`config.mk`:
```
export PLATFORM = sky130hd
export DESIGN_NAME = inv_round_tf
export DESIGN_NICKNAME = d
export VERILOG_FILES = /design/src/rtl/inv_round_tf.sv
export SDC_FILE = /design/constraint.sdc
export NUM_CORES = 2
export LEC_CHECK = 0
export CORE_ASPECT_RATIO = 1.1
export CORE_MARGIN = 1
export CORE_UTILIZATION = 60
export DETAILED_ROUTE_END_ITERATION = 12
export MAX_ROUTING_LAYER = met4
export PLACE_DENSITY = 0.78
export SETUP_SLACK_MARGIN = 0.3
export SYNTH_ARGS = -nofsm -noshare
export SYNTH_HDL_FRONTEND = slang
export SYNTH_SLANG_ARGS = --single-unit
```
`constraint.sdc`:
```
create_clock -name clk -period 39 [get_ports clk]
set_input_delay 5.85 -clock clk [delete_from_list [all_inputs] [get_ports clk]]
set_output_delay 5.85 -clock clk [all_outputs]
set_load 0.01 [all_outputs]
```
`src/rtl/inv_round_tf.sv`:
```
// ---------------------------------------------------------------------------
// inv_round_tf -- multi-cycle AES inverse round transform.
//
// Undoes one encryption round in this order:
//   AddRoundKey -> InvMixColumns (can be skipped) -> InvShiftRows -> InvSubBytes
// InvMixColumns handles one column per cycle using a single column slice.
// InvSubBytes uses four shared inverse S-boxes and also handles one column
// per cycle.
//
// Optional build macro: INV_ROUND_TF_FAST_EN
//   When this macro is defined, the design uses sixteen inverse S-boxes and
//   InvSubBytes completes in a single cycle. Everything else is unchanged.
//
// Ports
//   clk         rising-edge clock
//   rst         synchronous, active-high reset
//   start_i     accept a new job; sampled only in IDLE
//   skip_imc_i  bypass InvMixColumns; sampled together with start_i
//   s_i         128-bit input state; sampled together with start_i
//   k_i         128-bit round key; sampled together with start_i
//   s_isr_o     state after InvShiftRows (registered debug tap)
//   s_o         final result; registered and held until the next completion
//   busy_o      high from the cycle after acceptance through the done cycle
//   done_o      one-cycle completion pulse
//
// Byte b of a state is s[127-8b -: 8]. Column c holds bytes 4c..4c+3.
// ---------------------------------------------------------------------------
module inv_round_tf (
    input  logic         clk,
    input  logic         rst,
    input  logic         start_i,
    input  logic         skip_imc_i,
    input  logic [127:0] s_i,
    input  logic [127:0] k_i,
    output logic [127:0] s_isr_o,
    output logic [127:0] s_o,
    output logic         busy_o,
    output logic         done_o
);

    localparam logic [2:0] IDLE = 3'd0;
    localparam logic [2:0] IMC  = 3'd1;
    localparam logic [2:0] ISR  = 3'd2;
    localparam logic [2:0] ISB  = 3'd3;
    localparam logic [2:0] DONE = 3'd4;

    // ---------------- GF(2^8) arithmetic, poly 0x11B ----------------
    function automatic logic [7:0] xtime(input logic [7:0] x);
        return {x[6:0], 1'b0} ^ (x[7] ? 8'h1b : 8'h00);
    endfunction

    function automatic logic [7:0] gf_mul(input logic [7:0] a, input logic [7:0] b);
        logic [7:0] p;
        logic [7:0] x;
        p = 8'h00;
        x = a;
        for (int i = 0; i < 8; i++) begin
            if (b[i]) p = p ^ x;
            x = xtime(x);
        end
        return p;
    endfunction

    // Multiplicative inverse as x^254 (the product of x^2, x^4, ..., x^128).
    // An input of 0 maps to 0, as the S-box requires.
    function automatic logic [7:0] gf_inv(input logic [7:0] a);
        logic [7:0] sq;
        logic [7:0] r;
        sq = a;
        r  = 8'h01;
        for (int i = 1; i < 8; i++) begin
            sq = gf_mul(sq, sq);
            r  = gf_mul(r, sq);
        end
        return r;
    endfunction

    // Inverse S-box: first undo the affine map, then take the field inverse.
    function automatic logic [7:0] inv_sbox(input logic [7:0] x);
        logic [7:0] y;
        y = {x[6:0], x[7]} ^ {x[4:0], x[7:5]} ^ {x[1:0], x[7:2]} ^ 8'h05;
        return gf_inv(y);
    endfunction

    function automatic logic [31:0] inv_sub_word(input logic [31:0] w);
        return {inv_sbox(w[31:24]), inv_sbox(w[23:16]), inv_sbox(w[15:8]), inv_sbox(w[7:0])};
    endfunction

    function automatic logic [31:0] inv_mix_col(input logic [31:0] w);
        logic [7:0] a0, a1, a2, a3;
        {a0, a1, a2, a3} = w;
        return {gf_mul(a0, 8'h0e) ^ gf_mul(a1, 8'h0b) ^ gf_mul(a2, 8'h0d) ^ gf_mul(a3, 8'h09),
                gf_mul(a0, 8'h09) ^ gf_mul(a1, 8'h0e) ^ gf_mul(a2, 8'h0b) ^ gf_mul(a3, 8'h0d),
                gf_mul(a0, 8'h0d) ^ gf_mul(a1, 8'h09) ^ gf_mul(a2, 8'h0e) ^ gf_mul(a3, 8'h0b),
                gf_mul(a0, 8'h0b) ^ gf_mul(a1, 8'h0d) ^ gf_mul(a2, 8'h09) ^ gf_mul(a3, 8'h0e)};
    endfunction

    // Row r rotates right by r: each output byte (c, r) takes input byte (c-r mod 4, r).
    function automatic logic [127:0] inv_shift_rows(input logic [127:0] s);
        logic [127:0] o;
        o = '0;
        for (int c = 0; c < 4; c++) begin
            for (int r = 0; r < 4; r++) begin
                o[127-8*(4*c+r) -: 8] = s[127-8*(4*((c-r+4)%4)+r) -: 8];
            end
        end
        return o;
    endfunction

    // ---------------- state ----------------
    logic [2:0]       state;
    logic [1:0]       col;
    logic             skip_q;
    logic [3:0][31:0] st;       // st[3] holds column 0, st[0] holds column 3

    logic [1:0]   col_idx;
    logic [31:0]  imc_col;
    logic [127:0] isr_state;

    assign col_idx   = 2'd3 - col;   // maps column number to packed slot
    assign imc_col   = inv_mix_col(st[col_idx]);
    assign isr_state = inv_shift_rows(st);

`ifdef INV_ROUND_TF_FAST_EN
    logic [127:0] isb_all;
    assign isb_all = {inv_sub_word(st[3]), inv_sub_word(st[2]),
                      inv_sub_word(st[1]), inv_sub_word(st[0])};
`else
    logic [31:0] isb_col;
    assign isb_col = inv_sub_word(st[col_idx]);
`endif

    // NOTE: sequential state uses non-blocking assignments only. This keeps
    // reads of st, col and state returning their pre-edge values.
    always_ff @(posedge clk) begin
        if (rst) begin
            // NOTE: the working state st is cleared on reset as well. This
            // ensures an aborted job leaves nothing behind.
            state   <= IDLE;
            col     <= 2'd0;
            skip_q  <= 1'b0;
            st      <= '0;
            s_o     <= '0;
            s_isr_o <= '0;
            busy_o  <= 1'b0;
            done_o  <= 1'b0;
        end else begin
            case (state)
                IDLE: begin
                    if (start_i) begin
                        st     <= s_i ^ k_i;
                        skip_q <= skip_imc_i;
                        col    <= 2'd0;
                        busy_o <= 1'b1;
                        state  <= skip_imc_i ? ISR : IMC;
                    end
                end
                IMC: begin
                    st[col_idx] <= imc_col;
                    col         <= col + 2'd1;
                    if (col == 2'd3) state <= ISR;
                end
                ISR: begin
                    st      <= isr_state;
                    s_isr_o <= isr_state;
                    col     <= 2'd0;
                    state   <= ISB;
                end
                ISB: begin
`ifdef INV_ROUND_TF_FAST_EN
                    st     <= isb_all;
                    s_o    <= isb_all;
                    done_o <= 1'b1;
                    state  <= DONE;
`else
                    st[col_idx] <= isb_col;
                    col         <= col + 2'd1;
                    if (col == 2'd3) begin
                        // The last column goes into slot 0. Columns 0..2 are already final.
                        s_o    <= {st[3], st[2], st[1], isb_col};
                        done_o <= 1'b1;
                        state  <= DONE;
                    end
`endif
                end
                DONE: begin
                    done_o <= 1'b0;
                    busy_o <= 1'b0;
                    state  <= IDLE;
                end
                default: state <= IDLE;
            endcase
        end
    end

endmodule

```
Yosys cells after proc, flatten, opt, wreduce, memory -nomap -nowiden
Index checks and enable logic that the tools add are counted.
{"block": "word_totals", "latchBits": 0, "ram_bits": 0, "in_bits": 260, "output_inout_bits": 258, "register_bits": 391, "memories": 0, "romBits": 0}
{"block": "op_classes", "n_reduce_logical": 15, "div": 0, "n_lt_le_gt_ge": 2, "n_eq_ne": 8, "add_sub_neg": 2, "multipliers": 0, "mux": 843, "shifts": 0, "n_bitwise": 822}
{"cell": "8-bit 2-to-1 mux", "count": 420}
{"cell": "8-bit bitwise XOR", "count": 412}
{"cell": "8-bit by 5-bit bitwise XOR with 8-bit output", "count": 376}
{"cell": "5-bit 2-to-1 mux", "count": 380}
{"cell": "128-bit one-hot mux with 4 select lines", "count": 1}
{"cell": "128-bit bitwise mux", "count": 2}
{"cell": "128-bit 2-to-1 mux", "count": 1}
{"cell": "128-bit bitwise XOR", "count": 1}
{"cell": "32-bit binary-select mux with 2-bit select", "count": 1}
{"cell": "32-bit demux with 2-bit select", "count": 1}
{"cell": "32-bit 2-to-1 mux", "count": 2}
{"cell": "7-bit 2-to-1 mux", "count": 4}
{"cell": "1-bit inverter (first input constant)", "count": 28}
{"cell": "6-bit 2-to-1 mux", "count": 4}
{"cell": "3-bit 2-to-1 mux", "count": 7}
{"cell": "4-bit 2-to-1 mux", "count": 4}
{"cell": "2-bit 2-to-1 mux", "count": 6}
{"cell": "3-bit one-hot mux with 4 select lines", "count": 1}
{"cell": "2-bit AND reduction", "count": 5}
{"cell": "2-bit inverter", "count": 4}
{"cell": "3-bit by 2-bit equality test with 1-bit output (second input constant)", "count": 2}
{"cell": "1-bit 2-to-1 mux", "count": 6}
{"cell": "2-bit != test (second input constant)", "count": 3}
{"cell": "2-bit one-hot mux with 3 select lines", "count": 1}
{"cell": "other kinds (16)", "count": 20}

Logic depth before layout (Yosys ltp)
{"block": "depth", "depth_word": 134, "depth_mapped": 78}

Worst setup path after synthesis
Ideal clock, no wire load.
{"block": "synth_timing", "kind": "register to register", "from": "register col[1]", "to": "register st (netlist bit isr_state[100])", "setup_ps": 76, "arrival_ps": 17112, "required_time_ps": 38924, "setup_slack_ps": 21812, "path_buffers": 10, "synth_period_minus_slack_ps": 17188, "stages_incl_launch_ff": 72, "path_cell_list": "dfxtp_1 > buf_6 > buf_12 > mux4_2 > buf_4 > xnor3_1 > clkinv_1 > ha_1 > inv_1 > xnor3_1 > xnor3_1 > nand2_1 > xnor3_1 > xnor2_4 > inv_2 > buf_2 > buf_2 > clkbuf_1 > [36 not listed] > nand3_1 > a211o_1 > a31o_1 > and3_1 > o21bai_1 > nand4b_1 > xnor2_1 > nand2_1 > xnor2_2 > xor3_2 > xnor2_1 > mux2_2 > o22ai_1 > xnor3_1 > xnor2_1 > xnor2_1 > mux2i_1 > o22ai_1"}
{"block": "synth_between", "elab_chain_cells": 132, "word_cells_on_any_way": 432}
{"element": "start, declared", "line_no": "112", "rtl": "logic [1:0] col;"}
{"element": "start signal, assigned", "line_no": "160", "rtl": "col <= col + 2'd1;"}
{"element": "start signal, assigned", "line_no": "177", "rtl": "col <= col + 2'd1;"}
{"element": "2-bit subtractor *", "line_no": "120", "rtl": "assign col_idx = 2'd3 - col;"}
{"element": "32-bit binary-select mux with 2-bit select", "line_no": "121, 130"}
{"element": "32-bit 2-to-1 mux (implied by the code)", "line_no": "121, 130"}
{"element": "8-bit bitwise XOR (2 in a row)", "line_no": "81", "rtl": "y = {x[6:0], x[7]} ^ {x[4:0], x[7:5]} ^ {x[1:0], x[7:2]} ^ 8'h05;"}
{"element": "2-bit inverter (no line)"}
{"element": "8-bit 2-to-1 mux", "line_no": "58", "rtl": "if (b[i]) p = p ^ x;"}
{"element": "8-bit bitwise XOR", "line_no": "58"}
{"element": "8-bit 2-to-1 mux", "line_no": "58"}
{"element": "[115 not listed]"}
{"element": "8-bit bitwise XOR", "line_no": "58"}
{"element": "8-bit 2-to-1 mux", "line_no": "58"}
{"element": "8-bit bitwise XOR", "line_no": "58"}
{"element": "8-bit 2-to-1 mux", "line_no": "58"}
{"element": "8-bit bitwise XOR", "line_no": "58"}
{"element": "8-bit 2-to-1 mux", "line_no": "58"}
{"element": "128-bit bitwise mux", "line_no": "176", "rtl": "st[col_idx] <= isb_col;"}
{"element": "128-bit one-hot mux with 4 select lines *", "line_no": "148", "rtl": "case (state)"}
{"element": "end signal, assigned", "line_no": "151", "rtl": "st <= s_i ^ k_i;"}
{"element": "end signal, assigned by index", "line_no": "159", "rtl": "st[col_idx] <= imc_col;"}
{"element": "end signal, assigned by index", "line_no": "176"}
{"element": "end, declared", "line_no": "114", "rtl": "logic [3:0][31:0] st;"}
Mark *: on every way between the ends. The rest lies on a longest branch, timed or not. The select of a mux whose other input is x is not followed.
A chain may end at the register's enable or synchronous reset.

Worst setup path after layout
Same ends and word-level chain as after synthesis.

==> impl_metrics.env <==
export IMPL_yosysUniqueCellTypes=147
export IMPL_vias_per_cell=6.42
export IMPL_drive_above_1_share_pct=8.21
export IMPL_ant_nets=0
export IMPL_cts_sinks=391
export IMPL_insertion_delay_ns=0.58
export IMPL_startpoint="col[1]"
export IMPL_seq_area_frac_synth_pct=9.65
export IMPL_ys_top_cells_by_area="xnor2_1 (20%), dfxtp_1 (9.7%), xnor3_1 (6.8%)"
export IMPL_gp_congestion=1.03
export IMPL_ctsHoldBuffers=0
export IMPL_clk_pin_slew_ns=0.07
export IMPL_critPathMostFrequentCell="xnor3_1"
export IMPL_synth_most_common_cell="xnor2_1"
export IMPL_io_buffer_count=517
export IMPL_cpPeakStageDelay_ns=0.92
export IMPL_htreeDepth=2
export IMPL_min_period_ns=21.15
export IMPL_period_share_pct=54.2
export IMPL_cap_violations=0
export IMPL_wl_per_cell_um=22.2
export IMPL_firstDrtPassIters=9
export IMPL_wirelength_um=280000
export IMPL_cpMaxStageDelayCell="mux4_2"
export IMPL_layout_nets=11100
export IMPL_grt_max_degree=108
export IMPL_yosysTopAreaCellShare_pct=20.4
export IMPL_syn_nets=11100
export IMPL_worstMarginPinSlew_ns=1.34
export IMPL_holdCritPathClass="reg -> reg"
export IMPL_skew_ns=0.0252
export IMPL_worstSetupPathType="reg -> reg"
export IMPL_die_w_um=353
export IMPL_grt_pass1_vias=74600
export IMPL_fmax_mhz=47.3
export IMPL_tritoncts="yes"
export IMPL_critPathCaptureType="flip-flop"
export IMPL_synthArstFlopShare_pct=0
export IMPL_initial_core_util_pct=60.4
export IMPL_grt_overflow_total=0
export IMPL_antenna_found_initial=6
export IMPL_design_die_area_um2=137000
export IMPL_status="finished clean"
export IMPL_cts_made_buffers=37
export IMPL_grt_total_usage_pct=40.1
export IMPL_dp_hpwl_um=204000
export IMPL_drcViolationCount=0
export IMPL_finalHoldViolCount=0
export IMPL_start_kind="flip-flop"
export IMPL_cp_required_ns=39.50
export IMPL_cts_root_buf="clkbuf_16"
export IMPL_fin_setup_tns_ns=0
export IMPL_critPathMaxFanout=35
export IMPL_synth_area_um2=81100
export IMPL_cts_resized_gates=0
export IMPL_critPathArrivalTime_ns=21.65
export IMPL_synth_avg_cell_area_um2=7.53
export IMPL_synth_edff_count=0
export IMPL_boundaryPins=518
export IMPL_core_area_um2=134000
export IMPL_cts_path_max_buffers=3
export IMPL_rsz0062_at_grt="no"
export IMPL_max_slew_margin_pct=10.3
export IMPL_syn_to_final_growth_pct=8.47
export IMPL_cp_top_family="XOR/XNOR gates"
export IMPL_ys_warn_count=0
export IMPL_synth_seq_cells=391
export IMPL_synth_flop_cell="dfxtp_1"
export IMPL_netlist_instances=10800
export IMPL_whs_ns=0.452
export IMPL_yosysTopAreaCell="xnor2_1"
export IMPL_hold_path_startpoint="s_isr_o[68]"
export IMPL_grt_pass1_wl_um=433000
export IMPL_setup_viol=0
export IMPL_die_height_um=388
export IMPL_r2r_start="col[1]"
export IMPL_critPathBufInv=7
export IMPL_synth_common_cells="xnor2_1 (1889), nand2_1 (1332), nor2_1 (1277), a21oi_1 (846), o21ai_0 (493)"
export IMPL_rows=141
export IMPL_num_vias=81000
export IMPL_maxSlewViolCount=0
export IMPL_post_cts_buffers=0
export IMPL_drt_iter0_drc=9138
==> metrics by stage <==
stage | area (µm²) | setup WS, ns | cells | util (%)
after floorplan | 81100 | 21.81 | 10800 | -
after global placement | 86700 | 18.55 | 12600 | 64.6
after detailed placement | 86700 | 18.12 | 12600 | 64.6
after CTS | 87900 | 18.07 | 12600 | 65.5
after global routing | 88000 | 16.53 | 12600 | 65.5
final | 88000 | 17.85 | 12600 | 65.5
==> cell families after synthesis <==
logic type | share of synthesized area (%)
adders and majority gates | 0.608
AOI/OAI and AO/OA | 19.8
and+or+nand+nor | 19.5
xor gates and xnor gates | 38.9
DFF | 9.65
muxes | 5.49
buffers and inverters | 6.01
==> layout by cell type (no fill, tap or decap), types with 38 or more instances in the layout <==
cell             Yosys  layout
mux2_2              62      62
and2_1              51      51
nand2_1           1332    1331
nand2b_1            69      68
or3_1               47      47
buf_4               42     281
inv_1               98      98
and3_1              69      68
o21ai_1             67      71
nor2b_1             79      79
a21o_1              45      45
o211ai_1            90      90
nand3_1            209     209
a21oi_1            846     846
dfxtp_1            391     389
xor2_1             454     446
a22oi_1            114     114
clkbuf_16            0      38
xor3_1              39      39
o221ai_1            65      65
xor2_2              40      48
a221oi_1            65      65
a211oi_1            75      74
xnor2_2            118     157
mux2i_1            281     281
clkdlybuf4s50_1      0     516
o21ai_0            493     489
nor2_1            1277    1272
xnor2_1           1889    1850
nor3_1             238     237
a31oi_1             77      77
xnor3_1            245     245
o22ai_1            170     170
==> final timing paths <==
kind                     to  slack (ns)  cells after the start
max          isr_state[100]       17.85                     61
min             s_isr_o[68]        0.45                      2
max reg2reg  isr_state[100]       17.85                     61
min reg2reg     s_isr_o[68]        0.45                      2
==> area by class of cell <==
type | count | area, µm²
diodes | 6 | 15.0
clock buffers | 52 | 1070
clock inverters | 16 | 155
fillers | 11700 | 46300
inverters | 133 | 502
multi-input cells | 9443 | 68800
flip-flops and latches | 391 | 7830
well taps | 1787 | 2240
repair buffers | 799 | 7310
==> worst register-to-register path: cells and delay by family (launching register included) <==
kind | cells | cell delay [ns]
AO/OA/AOI/OAI | 15 | 3.54
XOR/XNOR | 23 | 9.80
adder cells (fa/ha/maj) | 3 | 1.29
buffers and inverters | 7 | 2.29
flip-flops | 1 | 0.51
multiplexers | 3 | 1.30
AND/OR/NAND/NOR | 10 | 2.31
==> sequential cells by signal, indices dropped and copies added (netlist names) <==
name	flops
isr_state	128
s_isr_o	128
s_o	128
state	3
col	2
busy_o	1
done_o	1
==> metal layers <==
metal / up-vias / global-route usage (%) / share of wire, %
met3: 895 / 5.49 / 9.5
met4: 0 / 23.3 / 7.0
li1: 37300 / - / -
met2: 4604 / 61.6 / 44
met1: 38200 / 50.2 / 39
met5: - / - / 0
Power is left out: the tool's default activity adds up to more than one toggle a clock period on the data nets, which glitch-free logic cannot reach.
